===== config.mk =====
export PLATFORM = sky130hd
export DESIGN_NAME = serial_paralelo_rx
export DESIGN_NICKNAME = d
export VERILOG_FILES = /design/src/rtl/serial_paralelo_rx.sv
export SDC_FILE = /design/constraint.sdc
export NUM_CORES = 1
export LEC_CHECK = 0
export CAP_MARGIN = 20
export CORE_ASPECT_RATIO = 0.8
export CORE_UTILIZATION = 30
export CTS_CLUSTER_DIAMETER = 60
export CTS_CLUSTER_SIZE = 12
export DETAILED_ROUTE_END_ITERATION = 6
export SLEW_MARGIN = 15
export SYNTH_ARGS = -nofsm -noshare
export SYNTH_HDL_FRONTEND = slang
export SYNTH_SLANG_ARGS = --single-unit

===== constraint.sdc =====
create_clock -name clk16f -period 1.3 [get_ports clk16f]
set_input_delay 0.13 -clock clk16f [delete_from_list [all_inputs] [get_ports clk16f]]
set_output_delay 0.13 -clock clk16f [all_outputs]
set_load 0.05 [all_outputs]

===== src/rtl/serial_paralelo_rx.sv =====
// rtl/serial_paralelo_rx.sv - 2-bit serial to {valid,data} word receiver with comma alignment
// Optional in-service realignment when SP_REALIGN_EN is defined.
module serial_paralelo_rx #(
    parameter logic [7:0]  COMMA      = 8'hBC,
    parameter int unsigned LOCK_COUNT = 4
) (
    input  logic       clk16f,
    input  logic       reset,
    input  logic [1:0] serial_in,
    output logic [8:0] paralelo_out,
    output logic       word_strobe,
    output logic       active,
    output logic       realign
);

    typedef enum logic [1:0] {SEARCH, LOCKING, ACTIVE} state_t;

    localparam logic [3:0] LOCK_N = 4'(LOCK_COUNT);

    state_t     state, state_nx;
    logic [5:0] sr;
    logic [1:0] phase, phase_nx;
    logic [3:0] bc_cnt, bc_cnt_nx;
    logic [8:0] out_nx;
    logic       strobe_nx;
    logic [7:0] word_next;
    logic       is_comma;

    assign word_next = {sr, serial_in};
    assign is_comma  = (word_next == COMMA);

`ifdef SP_REALIGN_EN
    logic [3:0] mis_cnt, mis_cnt_nx;
    logic [1:0] mis_p, mis_p_nx;
    logic       mis_seen, mis_seen_nx;
    logic       realign_nx;
`endif

    always_comb begin
        state_nx  = state;
        phase_nx  = phase + 2'd1;
        bc_cnt_nx = bc_cnt;
        out_nx    = paralelo_out;
        strobe_nx = 1'b0;
`ifdef SP_REALIGN_EN
        mis_cnt_nx  = mis_cnt;
        mis_p_nx    = mis_p;
        mis_seen_nx = mis_seen;
        realign_nx  = 1'b0;
`endif
        unique case (state)
            SEARCH: begin
                if (is_comma) begin
                    phase_nx  = 2'd0;
                    bc_cnt_nx = 4'd1;
                    state_nx  = LOCKING;
                end
            end
            LOCKING: begin
                if (phase == 2'd3) begin
                    if (is_comma) begin
                        bc_cnt_nx = bc_cnt + 4'd1;
                        if (bc_cnt + 4'd1 == LOCK_N)
                            state_nx = ACTIVE;
                    end else begin
                        bc_cnt_nx = 4'd0;
                        state_nx  = SEARCH;
                    end
                end
            end
            ACTIVE: begin
                if (phase == 2'd3) begin
                    strobe_nx = 1'b1;
                    out_nx    = is_comma ? {1'b0, COMMA} : {1'b1, word_next};
                end
`ifdef SP_REALIGN_EN
                // One word period ends at phase 3; an off-phase comma must recur every period.
                if (phase == 2'd3) begin
                    if (!mis_seen)
                        mis_cnt_nx = 4'd0;
                    mis_seen_nx = 1'b0;
                end else if (is_comma) begin
                    mis_seen_nx = 1'b1;
                    if (mis_cnt != 4'd0 && mis_p == phase) begin
                        mis_cnt_nx = mis_cnt + 4'd1;
                    end else begin
                        mis_cnt_nx = 4'd1;
                        mis_p_nx   = phase;
                    end
                    if (mis_cnt_nx == LOCK_N) begin
                        phase_nx    = 2'd0;
                        realign_nx  = 1'b1;
                        mis_cnt_nx  = 4'd0;
                        mis_seen_nx = 1'b0;
                    end
                end
`endif
            end
            default: state_nx = SEARCH;
        endcase
    end

    always_ff @(posedge clk16f or posedge reset) begin
        if (reset) begin
            state        <= SEARCH;
            sr           <= 6'd0;
            phase        <= 2'd0;
            bc_cnt       <= 4'd0;
            paralelo_out <= 9'h000;
            word_strobe  <= 1'b0;
            active       <= 1'b0;
        end else begin
            state        <= state_nx;
            sr           <= word_next[5:0];
            phase        <= phase_nx;
            bc_cnt       <= bc_cnt_nx;
            paralelo_out <= out_nx;
            word_strobe  <= strobe_nx;
            active       <= (state_nx == ACTIVE);
        end
    end

`ifdef SP_REALIGN_EN
    always_ff @(posedge clk16f or posedge reset) begin
        if (reset) begin
            mis_cnt  <= 4'd0;
            mis_p    <= 2'd0;
            mis_seen <= 1'b0;
            realign  <= 1'b0;
        end else begin
            mis_cnt  <= mis_cnt_nx;
            mis_p    <= mis_p_nx;
            mis_seen <= mis_seen_nx;
            realign  <= realign_nx;
        end
    end
`else
    assign realign = 1'b0;
`endif

endmodule


==> run_summary.xml, run 1 <==
<?xml version="1.0" encoding="UTF-8"?>
<metrics>
  <group name="routing">
    <metric name="remaining_drc_errors" unit="">0</metric>
    <metric name="num_vias" unit="">792</metric>
    <metric name="detail_route.wirelength" unit="mm">2.37</metric>
    <metric name="drt_iter0_drc" unit="">25</metric>
    <metric name="drt.antenna.violating_nets" unit="">0</metric>
    <metric name="wire_per_inst" unit="µm">14.8</metric>
    <metric name="detailedRoute.firstPassIterationCount" unit="">4</metric>
    <metric name="avgViaCountPerCell" unit="">4.95</metric>
  </group>
  <group name="setup_path">
    <metric name="timing.critical_path.fanout_max" unit="">3</metric>
    <metric name="setup.worst_path.start_class" unit="">register</metric>
    <metric name="rr_worst_depth" unit="">5</metric>
    <metric name="timing.critical_path.required" unit="ns">1.46</metric>
    <metric name="end_kind" unit="">register</metric>
    <metric name="worstSetupPathType" unit="">register to register</metric>
    <metric name="crit_path_dat" unit="ns">1.49</metric>
  </group>
  <group name="min_path">
    <metric name="hp-class" unit="">primary input to asynchronous set/reset pin</metric>
  </group>
  <group name="placement">
    <metric name="numPortBuffers" unit="">14</metric>
    <metric name="postPlaceCellArea" unit="µm²">1480</metric>
    <metric name="routabilityCongestion" unit="">0.875</metric>
    <metric name="dp.final_hpwl" unit="mm">1.49</metric>
  </group>
  <group name="clock_tree">
    <metric name="cts_max_level" unit="">1</metric>
    <metric name="clk_pin_slew_worst_paths" unit="ns">0.09</metric>
    <metric name="clock_tree.buffer_depth" unit="">2</metric>
    <metric name="cts_hold_buf" unit="">0</metric>
    <metric name="cts.sink_count" unit="">25</metric>
    <metric name="cts-root-buf" unit="">sky130_fd_sc_hd__clkbuf_8</metric>
    <metric name="cts_tree" unit="">built</metric>
    <metric name="insertion_delay_of_the_later_clocked_pin_in_the_worst_skew_pair" unit="ns">0.27</metric>
    <metric name="tritoncts_buffer_count" unit="">3</metric>
  </group>
  <group name="synth">
    <metric name="yosysMostFrequentCell" unit="">sky130_fd_sc_hd__dfrtp_1</metric>
    <metric name="synth-main-ff-cell" unit="">sky130_fd_sc_hd__dfrtp_1</metric>
    <metric name="synthesis.area_per_instance" unit="µm²">13.2</metric>
    <metric name="yosys_warnings" unit="">0</metric>
    <metric name="netlist_top_cells_count" unit="">25 x sky130_fd_sc_hd__dfrtp_1, 8 x sky130_fd_sc_hd__mux2_2, 4 x sky130_fd_sc_hd__inv_1</metric>
    <metric name="postSynthRegisterBits" unit="">25</metric>
    <metric name="synth.yosys.seq_area_share" unit="%">57.0</metric>
    <metric name="synth.cell_area" unit="µm²">1100</metric>
    <metric name="ys_types" unit="">36</metric>
    <metric name="netlist_instances" unit="">83</metric>
    <metric name="synth_nets" unit="">90</metric>
    <metric name="asyncSetResetFlopFracSynth" unit="%">100</metric>
    <metric name="synth_area_leaders" unit="">sky130_fd_sc_hd__dfrtp_1 57%, sky130_fd_sc_hd__mux2_2 8.2%, sky130_fd_sc_hd__ha_1 3.4%, sky130_fd_sc_hd__nand4bb_4 2.5%, sky130_fd_sc_hd__a22o_1 2.4%</metric>
    <metric name="synth_area_leader_cell" unit="">sky130_fd_sc_hd__dfrtp_1</metric>
    <metric name="synth_enable_flop_cells" unit="">0</metric>
    <metric name="netlist.area_leader.share" unit="%">57.0</metric>
  </group>
  <group name="pwr">
    <metric name="power.switching_fraction" unit="%">24.8</metric>
    <metric name="cellInternalPower" unit="mW">1.13</metric>
    <metric name="leakage" unit="nW">0.763</metric>
    <metric name="combPwrFrac" unit="%">12.4</metric>
    <metric name="switchingPower" unit="µW">373</metric>
    <metric name="power_frac_seq" unit="%">56.8</metric>
    <metric name="max-vdd-ir-drop" unit="mV">0.668</metric>
    <metric name="share_clk_of_total_power" unit="%">30.8</metric>
    <metric name="power_density" unit="nW/µm²">896</metric>
  </group>
  <group name="global_route">
    <metric name="grt_antenna_before_repair" unit="">0</metric>
    <metric name="track_usage" unit="%">13.4</metric>
    <metric name="grt_pass1_vias" unit="">853</metric>
    <metric name="grt_first_pass_wirelength" unit="mm">4.09</metric>
    <metric name="grt_overflow_total" unit="">0</metric>
    <metric name="grt_start_max_net_pins" unit="">26</metric>
  </group>
  <group name="timing">
    <metric name="hold_violations" unit="">0</metric>
    <metric name="layout_worst_path_cycle_share" unit="%">102</metric>
    <metric name="final-setup-viol-count" unit="">6</metric>
    <metric name="report.final.slew_viol_count" unit="">0</metric>
    <metric name="post-route-worst-setup-slack" unit="ns">-0.0271</metric>
    <metric name="fmaxAchievable" unit="MHz">754</metric>
    <metric name="finalWorstPathRequiredPeriod" unit="ns">1.33</metric>
    <metric name="clock-skew-final" unit="ns">0.00452</metric>
    <metric name="rsz0062_at_grt" unit="">true</metric>
    <metric name="fin_setup_tns" unit="ns">-0.0784</metric>
  </group>
  <group name="die">
    <metric name="fp.dieW" unit="µm">69.6</metric>
    <metric name="die-area" unit="µm²">3910</metric>
    <metric name="top_level_ports" unit="">16</metric>
    <metric name="start_util" unit="%">31.6</metric>
    <metric name="chipHeight" unit="µm">56.1</metric>
    <metric name="fp.coreArea" unit="µm²">3470</metric>
    <metric name="row_count" unit="">19</metric>
  </group>
  <group name="layout">
    <metric name="nNetsFinal" unit="">126</metric>
    <metric name="finalCoreUtilization" unit="%">48.3</metric>
    <metric name="layout_stage_area_growth_over_the_synthesis_result" unit="%">52.8</metric>
    <metric name="final_layout_size_suffix_gt1_share" unit="%">52.5</metric>
    <metric name="antenna_cells_inserted" unit="">0</metric>
    <metric name="fin_area" unit="µm²">1680</metric>
    <metric name="layout.filler_cells" unit="">301</metric>
  </group>
  <group name="run_status">
    <metric name="outcome" unit="">finished with violations</metric>
    <metric name="violations" unit="">setup timing</metric>
  </group>
  <group name="run">
    <metric name="max-cap-violations" unit="">0</metric>
  </group>
</metrics>
## registers in the layout, indices dropped and copies added, names as in the netlist
name	cells
paralelo_out	9
sr	6
bc_cnt	4
phase	2
state	2
active	1
word_strobe	1
## final timing paths
check	startpoint	to	slack (ns)
worst max-delay path	bc_cnt[1]	bc_cnt[3]	-0.03
worst min-delay path	reset	paralelo_out[8]	0.20
worst max register to register	bc_cnt[1]	bc_cnt[3]	-0.03
worst min register to register	sr[3]	sr[5]	0.46
max in group asynchronous	reset	state[0]	0.82
min in group clk16f	serial_in[0]	sr[0]	0.36
## critical path: stages (launching register included)
cell	delay (ns)
sky130_fd_sc_hd__dfrtp_1	0.41
sky130_fd_sc_hd__buf_6	0.12
sky130_fd_sc_hd__and3_4	0.19
sky130_fd_sc_hd__o31ai_1	0.07
sky130_fd_sc_hd__and3_1	0.16
sky130_fd_sc_hd__a211o_1	0.27
## power by group through the flow
stage	clock, mW	combinational [mW]	sequential, mW
floorplan	0	0.0790	0.862
global placement	0	0.144	0.856
detailed placement	0	0.149	0.858
CTS	0.478	0.166	0.851
global route	0.515	0.203	0.860
finish	0.463	0.186	0.854
## per-stage QoR
stage	hold slack (ns)	power, mW	setup WS (ns)	std cells
after floorplan	0.157	0.941	-0.0191	83
after global placement	0.414	1.00	-0.223	147
after detailed placement	0.400	1.01	-0.306	147
after CTS	0.218	1.49	-0.0127	155
after global routing	0.242	1.58	-0.116	160
final	0.205	1.50	-0.0271	160
## per-layer routing
layer	GRT usage (%)	vias up	share of wire, %
met2	20.7	17	47
met3	3.80	4	4.2
met1	18.0	403	47
li1	-	368	-
met4	4.86	0	1.1
met5	0	-	0
## cell usage in the layout, fill, tap and decap left out, types with 2 or more instances in the layout
cell type                         netlist  routed
sky130_fd_sc_hd__nor3_4                 0       2
sky130_fd_sc_hd__a22o_1                 3       3
sky130_fd_sc_hd__buf_12                 0      11
sky130_fd_sc_hd__clkbuf_8               0       3
sky130_fd_sc_hd__clkdlybuf4s50_1        0       3
sky130_fd_sc_hd__dfrtp_1               25      24
sky130_fd_sc_hd__nand2_1                3       3
sky130_fd_sc_hd__nand3_1                3       2
sky130_fd_sc_hd__mux2_2                 8       8
sky130_fd_sc_hd__inv_1                  4       3
sky130_fd_sc_hd__buf_4                  2      19
sky130_fd_sc_hd__o21ai_1                0       2
sky130_fd_sc_hd__buf_6                  0       2
## kinds of logic (layout without fill, tap and decap cells)
logic type	after synthesis	in the layout	synth area share, %
xor+xnor	1	1	0.798
flops	25	25	57.0
fa+ha+maj	3	3	3.42
mux	8	8	8.21
simple gates	19	19	14.5
compound gates	17	17	11.7
buf+inv	9	44	3.99
other cells	1	1	0.342
## layout make-up
class	instances	area (µm²)	area share, %
repair buffers	35	415	24.8
flip-flops and latches	25	627	37.4
multi-input cells	49	515	30.7
clock buffers	4	45.0	2.69
well taps	42	52.6	3.13
inverters	5	21.3	1.27
## what timing repair did
item | in CTS | in global routing
endpoints found under the setup margin | 9 | 18
pin swaps | 4 | 10
buffers inserted | 4 | 5
gates resized for setup | 7 | 12
hold endpoints to repair | 0 | 0
Power figures use the tool's default switching activity.
==> run 2: changes to the inputs <==
--- a/config.mk
+++ b/config.mk
@@ -6,7 +6,6 @@
 export NUM_CORES = 1
 export LEC_CHECK = 0
 export CAP_MARGIN = 20
-export CORE_ASPECT_RATIO = 0.8
 export CORE_UTILIZATION = 30
 export CTS_CLUSTER_DIAMETER = 60
 export CTS_CLUSTER_SIZE = 12
==> run 2 against run 1 <==
Net effect: the run still ends with setup timing left; fmax is 0.48% lower; sequential cell count stayed put; register-to-register slack hardly changed; critical path type unchanged; first-iteration DRC count is 32% lower.
==> run_summary.xml, run 2 (synthesized netlist as in run 1, its figures left out) <==
<?xml version="1.0" encoding="UTF-8"?>
<metrics>
  <group name="run">
    <metric name="max-cap-violations" unit="">0</metric>
  </group>
  <group name="clock_tree">
    <metric name="cts-root-buf" unit="">sky130_fd_sc_hd__clkbuf_4</metric>
    <metric name="cts_max_level" unit="">1</metric>
    <metric name="tritoncts_buffer_count" unit="">3</metric>
    <metric name="insertion_delay_of_the_later_clocked_pin_in_the_worst_skew_pair" unit="ns">0.33</metric>
    <metric name="cts.sink_count" unit="">25</metric>
    <metric name="cts_tree" unit="">built</metric>
    <metric name="cts_hold_buf" unit="">0</metric>
    <metric name="clk_pin_slew_worst_paths" unit="ns">0.15</metric>
    <metric name="clock_tree.buffer_depth" unit="">2</metric>
  </group>
  <group name="pwr">
    <metric name="leakage" unit="nW">0.736</metric>
    <metric name="max-vdd-ir-drop" unit="mV">0.512</metric>
    <metric name="finalPower" unit="mW">1.42</metric>
    <metric name="power_density" unit="nW/µm²">851</metric>
  </group>
  <group name="placement">
    <metric name="numPortBuffers" unit="">14</metric>
    <metric name="worst_slack_at_placement" unit="ns">-0.351</metric>
    <metric name="dp.final_hpwl" unit="mm">1.59</metric>
    <metric name="routabilityCongestion" unit="">0.898</metric>
  </group>
  <group name="layout">
    <metric name="antenna_cells_inserted" unit="">0</metric>
    <metric name="layout.cells.most_common" unit="">sky130_fd_sc_hd__dfrtp_1</metric>
    <metric name="nNetsFinal" unit="">124</metric>
    <metric name="largest_register_ff_count" unit="">9</metric>
    <metric name="ff_latch_area" unit="µm²">626</metric>
    <metric name="final_layout_size_suffix_gt1_share" unit="%">54.3</metric>
    <metric name="multi_input_area" unit="µm²">534</metric>
    <metric name="reg.largest.list" unit="">paralelo_out: 9 flops, sr: 6 flops, bc_cnt: 4 flops</metric>
    <metric name="registers.top_by_ff_count" unit="">paralelo_out</metric>
    <metric name="layout_stage_area_growth_over_the_synthesis_result" unit="%">52.2</metric>
    <metric name="layout.filler_cells" unit="">312</metric>
    <metric name="commonest_cells_after_routing_fill_and_taps_aside" unit="">25 x sky130_fd_sc_hd__dfrtp_1, 17 x sky130_fd_sc_hd__buf_4, 11 x sky130_fd_sc_hd__buf_12</metric>
  </group>
  <group name="setup_path">
    <metric name="timing.critical_path.fanout_max" unit="">4</metric>
    <metric name="timing.critical_path.required" unit="ns">1.52</metric>
    <metric name="setup.worst_path.start_class" unit="">register</metric>
    <metric name="crit_path_dat" unit="ns">1.56</metric>
    <metric name="end_kind" unit="">register</metric>
    <metric name="worstSetupPathType" unit="">register to register</metric>
  </group>
  <group name="routing">
    <metric name="drt.antenna.violating_nets" unit="">0</metric>
    <metric name="num_vias" unit="">782</metric>
    <metric name="wire_per_inst" unit="µm">13.8</metric>
    <metric name="drt_iter0_drc" unit="">17</metric>
    <metric name="route.top_layer_used" unit="">met4</metric>
    <metric name="detailedRoute.firstPassIterationCount" unit="">4</metric>
    <metric name="avgViaCountPerCell" unit="">4.83</metric>
    <metric name="remaining_drc_errors" unit="">0</metric>
    <metric name="met1_length" unit="µm">991</metric>
    <metric name="detail_route.wirelength" unit="mm">2.23</metric>
    <metric name="met2_wirelength" unit="mm">1.11</metric>
    <metric name="wl_met3" unit="µm">94</metric>
  </group>
  <group name="global_route">
    <metric name="grt_pass1_vias" unit="">795</metric>
    <metric name="grt_overflow_total" unit="">0</metric>
    <metric name="grt_first_pass_wirelength" unit="mm">3.81</metric>
    <metric name="track_usage" unit="%">12.3</metric>
    <metric name="grt_antenna_before_repair" unit="">0</metric>
    <metric name="grt_start_max_net_pins" unit="">26</metric>
  </group>
  <group name="die">
    <metric name="row_count" unit="">21</metric>
    <metric name="fp.dieW" unit="µm">62.5</metric>
    <metric name="chipHeight" unit="µm">62.5</metric>
    <metric name="die-area" unit="µm²">3900</metric>
    <metric name="start_util" unit="%">32.1</metric>
    <metric name="top_level_ports" unit="">16</metric>
    <metric name="fp.coreArea" unit="µm²">3420</metric>
  </group>
  <group name="timing">
    <metric name="post-route-worst-setup-slack" unit="ns">-0.0334</metric>
    <metric name="fmaxAchievable" unit="MHz">750</metric>
    <metric name="clock-skew-final" unit="ns">0.0110</metric>
    <metric name="finalWorstPathRequiredPeriod" unit="ns">1.33</metric>
    <metric name="layout_worst_path_cycle_share" unit="%">103</metric>
    <metric name="final-setup-viol-count" unit="">6</metric>
    <metric name="rsz0062_at_grt" unit="">true</metric>
    <metric name="hold_violations" unit="">0</metric>
    <metric name="report.final.slew_viol_count" unit="">0</metric>
  </group>
  <group name="run_status">
    <metric name="outcome" unit="">finished with violations</metric>
    <metric name="violations" unit="">setup timing</metric>
  </group>
  <group name="min_path">
    <metric name="hp-class" unit="">primary input to asynchronous set/reset pin</metric>
  </group>
</metrics>
run 2: area by class of cell:
class                           count  share of cell area, %
Inverter                            5                   1.27
Clock inverter                      1                  0.524
Clock buffer                        3                   1.35
Multi-Input combinational cell     49                   32.0
Sequential cell                    25                   37.5
Timing Repair Buffer               33                   24.0
Tap cell                           46                   3.45
run 2: repair_timing:
| action | in CTS | in global routing |
|---|---|---|
| setup buffers | 3 | 2 |
| resized for setup | 15 | 5 |
| endpoints found under the setup margin | 7 | 9 |
| endpoints found under the hold margin | 0 | 0 |
| pin swaps | 8 | 5 |
run 2: worst paths after layout:
| check | startpoint | endpoint | slack, ns | depth (start not counted) |
|---|---|---|---|---|
| max | bc_cnt[1] | bc_cnt[3] | -0.03 | 5 |
| min in group clk16f | serial_in[0] | sr[0] | 0.28 | 1 |
| max reg2reg | bc_cnt[1] | bc_cnt[3] | -0.03 | 5 |
| max in group asynchronous | reset | bc_cnt[3] | 0.94 | 3 |
| min | reset | paralelo_out[4] | 0.12 | 3 |
| min reg2reg | sr[2] | sr[4] | 0.49 | 0 |
run 2: per-stage QoR:
stage	utilization (%)	cell area [µm²]	setup TNS, ns	hold slack, ns	std cells
2_1_floorplan	-	1120	-0.149	0.157	83
3_3_place_gp	43.9	1500	-1.68	0.408	153
3_5_place_dp	43.9	1500	-2.30	0.411	153
4_1_cts	47.6	1630	-0.0294	0.126	160
5_1_grt	48.9	1670	-0.501	0.156	162
6_report	48.9	1670	-0.0874	0.117	162
run 2: layer usage:
layer  GRT usage (%)  vias to the layer above
met5               0                        -
met3            2.55                        4
met1            14.9                      393
met4            5.23                        0
li1                -                      364
met2            21.2                       21
run 2: where the power goes:
group	switching [mW]	total, mW	internal, mW
Combinational	0.0877	0.189	0.101
Clock	0.256	0.381	0.125
Sequential	0.0378	0.852	0.815
run 2: worst max-delay path: stages, from the launching register on:
cell                       delay [ns]
sky130_fd_sc_hd__dfrtp_1         0.42
sky130_fd_sc_hd__buf_4           0.16
sky130_fd_sc_hd__and3_4          0.19
sky130_fd_sc_hd__nand3b_1        0.15
sky130_fd_sc_hd__nor4_4          0.05
sky130_fd_sc_hd__a211o_1         0.27
==> run 3: changes to the inputs <==
--- a/config.mk
+++ b/config.mk
@@ -6,10 +6,12 @@
 export NUM_CORES = 1
 export LEC_CHECK = 0
 export CAP_MARGIN = 20
+export CORE_MARGIN = 2
 export CORE_UTILIZATION = 30
 export CTS_CLUSTER_DIAMETER = 60
 export CTS_CLUSTER_SIZE = 12
 export DETAILED_ROUTE_END_ITERATION = 6
+export GPL_ROUTABILITY_DRIVEN = 0
 export SLEW_MARGIN = 15
 export SYNTH_ARGS = -nofsm -noshare
 export SYNTH_HDL_FRONTEND = slang
==> run 3 against run 2 <==
Net effect: the flow still finishes with violations (setup timing); cell area rose by 0.30%; power fell by 1.2%; die area rose by 6.5%; sequential cell count did not move; fmax fell by 2.2%; non-clock buffer count rose by 1; critical path depth fell by 1; wire length rose by 1.0%; clock skew fell by 0.0020 ns; final cell count rose by 0.62%; global-route usage fell by 0.40 points; highest routed layer unchanged.
==> run_summary.xml, run 3 (synthesized netlist as in run 1, its figures left out) <==
<?xml version="1.0" encoding="UTF-8"?>
<metrics>
  <group name="layout">
    <metric name="layout.cells.most_common" unit="">sky130_fd_sc_hd__dfrtp_1</metric>
    <metric name="reg.largest.list" unit="">paralelo_out: 9 flops, sr: 6 flops, bc_cnt: 4 flops</metric>
    <metric name="layout_stage_area_growth_over_the_synthesis_result" unit="%">52.7</metric>
    <metric name="final_layout_size_suffix_gt1_share" unit="%">53.8</metric>
    <metric name="registers.top_by_ff_count" unit="">paralelo_out</metric>
    <metric name="largest_register_ff_count" unit="">9</metric>
    <metric name="nNetsFinal" unit="">125</metric>
    <metric name="antenna_cells_inserted" unit="">0</metric>
    <metric name="layout.filler_cells" unit="">330</metric>
    <metric name="commonest_cells_after_routing_fill_and_taps_aside" unit="">24 x sky130_fd_sc_hd__dfrtp_1, 18 x sky130_fd_sc_hd__buf_4, 11 x sky130_fd_sc_hd__buf_12</metric>
  </group>
  <group name="die">
    <metric name="chipHeight" unit="µm">64.5</metric>
    <metric name="start_util" unit="%">32.1</metric>
    <metric name="die-area" unit="µm²">4160</metric>
    <metric name="fp.dieW" unit="µm">64.5</metric>
    <metric name="fp.coreArea" unit="µm²">3420</metric>
    <metric name="row_count" unit="">21</metric>
    <metric name="top_level_ports" unit="">16</metric>
  </group>
  <group name="setup_path">
    <metric name="rr_worst_depth" unit="">4</metric>
    <metric name="timing.critical_path.required" unit="ns">1.51</metric>
    <metric name="timing.critical_path.fanout_max" unit="">5</metric>
    <metric name="worst_r2r_endpoint" unit="">bc_cnt[3]</metric>
    <metric name="end_kind" unit="">register</metric>
    <metric name="worstSetupPathType" unit="">register to register</metric>
    <metric name="r2r_start" unit="">bc_cnt[2]</metric>
    <metric name="critical_path_depth" unit="">4</metric>
    <metric name="critical_path.max_stage_delay" unit="ns">0.51</metric>
    <metric name="cp_cell_sequence" unit="">and3_4 &gt; o31ai_1 &gt; and3_1 &gt; a211o_1</metric>
    <metric name="crit_path_dat" unit="ns">1.57</metric>
    <metric name="kind_of_cell_with_the_highest_combined_delay_on_the_critical_path" unit="">flip-flops</metric>
    <metric name="critical_path.n_buffers_inverters" unit="">0</metric>
    <metric name="slowest_stage" unit="">sky130_fd_sc_hd__dfrtp_1</metric>
    <metric name="setup.worst_path.start_class" unit="">register</metric>
    <metric name="reg2reg_setup_slack" unit="ns">-0.06</metric>
  </group>
  <group name="pwr">
    <metric name="switchingPower" unit="µW">366</metric>
    <metric name="max-vdd-ir-drop" unit="mV">0.383</metric>
    <metric name="leakage" unit="nW">0.737</metric>
    <metric name="combPwrFrac" unit="%">14.2</metric>
    <metric name="finalPower" unit="mW">1.41</metric>
    <metric name="power_frac_seq" unit="%">60.5</metric>
    <metric name="power_density" unit="nW/µm²">839</metric>
    <metric name="power.switching_fraction" unit="%">26.1</metric>
    <metric name="share_clk_of_total_power" unit="%">25.4</metric>
    <metric name="cellInternalPower" unit="mW">1.04</metric>
  </group>
  <group name="timing">
    <metric name="finalWorstPathRequiredPeriod" unit="ns">1.36</metric>
    <metric name="layout_worst_path_cycle_share" unit="%">105</metric>
    <metric name="report.final.slew_viol_count" unit="">0</metric>
    <metric name="post-route-worst-setup-slack" unit="ns">-0.0635</metric>
    <metric name="fin_setup_tns" unit="ns">-0.127</metric>
    <metric name="fmaxAchievable" unit="MHz">733</metric>
    <metric name="final-setup-viol-count" unit="">4</metric>
    <metric name="rsz0062_at_grt" unit="">true</metric>
    <metric name="clock-skew-final" unit="ns">0.00900</metric>
    <metric name="hold_violations" unit="">0</metric>
  </group>
  <group name="routing">
    <metric name="drt.antenna.violating_nets" unit="">0</metric>
    <metric name="wire_per_inst" unit="µm">13.8</metric>
    <metric name="detailedRoute.firstPassIterationCount" unit="">4</metric>
    <metric name="drt_iter0_drc" unit="">12</metric>
    <metric name="num_vias" unit="">791</metric>
    <metric name="avgViaCountPerCell" unit="">4.85</metric>
    <metric name="remaining_drc_errors" unit="">0</metric>
    <metric name="detail_route.wirelength" unit="mm">2.25</metric>
  </group>
  <group name="placement">
    <metric name="numPortBuffers" unit="">14</metric>
    <metric name="dp.final_hpwl" unit="mm">1.51</metric>
  </group>
  <group name="global_route">
    <metric name="grt_first_pass_wirelength" unit="mm">3.88</metric>
    <metric name="grt_busiest_layer" unit="">met2</metric>
    <metric name="track_usage" unit="%">11.9</metric>
    <metric name="grt_pass1_vias" unit="">830</metric>
    <metric name="grt_start_max_net_pins" unit="">26</metric>
    <metric name="grt_overflow_total" unit="">0</metric>
    <metric name="grt_antenna_before_repair" unit="">0</metric>
    <metric name="global_route.usage.met2" unit="%">20.2</metric>
    <metric name="grt_use_met1" unit="%">15.2</metric>
    <metric name="use_met3" unit="%">2.08</metric>
  </group>
  <group name="run">
    <metric name="max-cap-violations" unit="">0</metric>
  </group>
  <group name="clock_tree">
    <metric name="cts_hold_buf" unit="">0</metric>
    <metric name="insertion_delay_of_the_later_clocked_pin_in_the_worst_skew_pair" unit="ns">0.32</metric>
    <metric name="clock_tree.buffer_depth" unit="">2</metric>
    <metric name="tritoncts_buffer_count" unit="">3</metric>
    <metric name="cts.sink_count" unit="">25</metric>
    <metric name="cts-root-buf" unit="">sky130_fd_sc_hd__clkbuf_4</metric>
    <metric name="cts_max_level" unit="">1</metric>
    <metric name="clk_pin_slew_worst_paths" unit="ns">0.15</metric>
    <metric name="cts_tree" unit="">built</metric>
  </group>
  <group name="min_path">
    <metric name="hp-class" unit="">primary input to asynchronous set/reset pin</metric>
  </group>
  <group name="run_status">
    <metric name="violations" unit="">setup timing</metric>
    <metric name="outcome" unit="">finished with violations</metric>
  </group>
</metrics>
[run 3: timing repair]
item / in CTS / in global routing
pin swaps: 5 / 4
gates resized for setup: 12 / 9
hold endpoints to repair: 0 / 0
setup buffers: 6 / 0
endpoints found under the setup margin: 8 / 10
[run 3: metrics by stage]
step / worst slack [ns] / hold slack (ns) / std cells / area [µm²] / util (%)
floorplan: -0.0191 / 0.157 / 83 / 1120 / -
global placement: -0.230 / 0.408 / 153 / 1500 / 43.9
detailed placement: -0.327 / 0.415 / 153 / 1500 / 43.9
CTS: -0.0361 / 0.135 / 163 / 1640 / 47.9
global route: -0.109 / 0.162 / 163 / 1680 / 49.0
finish: -0.0635 / 0.137 / 163 / 1680 / 49.0
[run 3: final cells by class]
cell class	count	area (µm²)	area share, %
clock buffer	3	22.5	1.34
multi-input combinational	49	534	31.9
clock inverter	1	7.51	0.448
inverter	5	18.8	1.12
sequential	25	627	37.4
timing repair buffer	34	408	24.3
tap	46	57.6	3.44
[run 3: worst max-delay path by stage]
stage                       startpoint  slack (ns)         endpoint
after floorplan               phase[0]       -0.02  paralelo_out[0]
after global placement    serial_in[0]       -0.23        bc_cnt[3]
after detailed placement  serial_in[0]       -0.33        bc_cnt[3]
after CTS                        sr[1]       -0.04        bc_cnt[3]
after global routing             sr[4]       -0.11        bc_cnt[3]
final                        bc_cnt[2]       -0.06        bc_cnt[3]
[run 3: tightest hold or removal path: stages]
cell	delay [ns]
sky130_fd_sc_hd__clkdlybuf4s50_1	0.39
sky130_fd_sc_hd__inv_1	0.05
sky130_fd_sc_hd__buf_4	0.30
[run 3: per-layer routing]
| metal | vias to the layer above | wire length (µm) |
|---|---|---|
| met1 | 399 | 966 |
| li1 | 372 | - |
| met2 | 18 | 1170 |
| met4 | 0 | 14 |
| met5 | - | 0 |
| met3 | 2 | 103 |
[run 3: power groups by stage]
| stage | combinational, mW | sequential (mW) | clock, mW |
|---|---|---|---|
| after detailed placement | 0.152 | 0.858 | 0 |
| after CTS | 0.189 | 0.851 | 0.374 |
| after global routing | 0.222 | 0.855 | 0.400 |
| after global placement | 0.143 | 0.856 | 0 |
| final | 0.199 | 0.850 | 0.357 |
| after floorplan | 0.0790 | 0.862 | 0 |
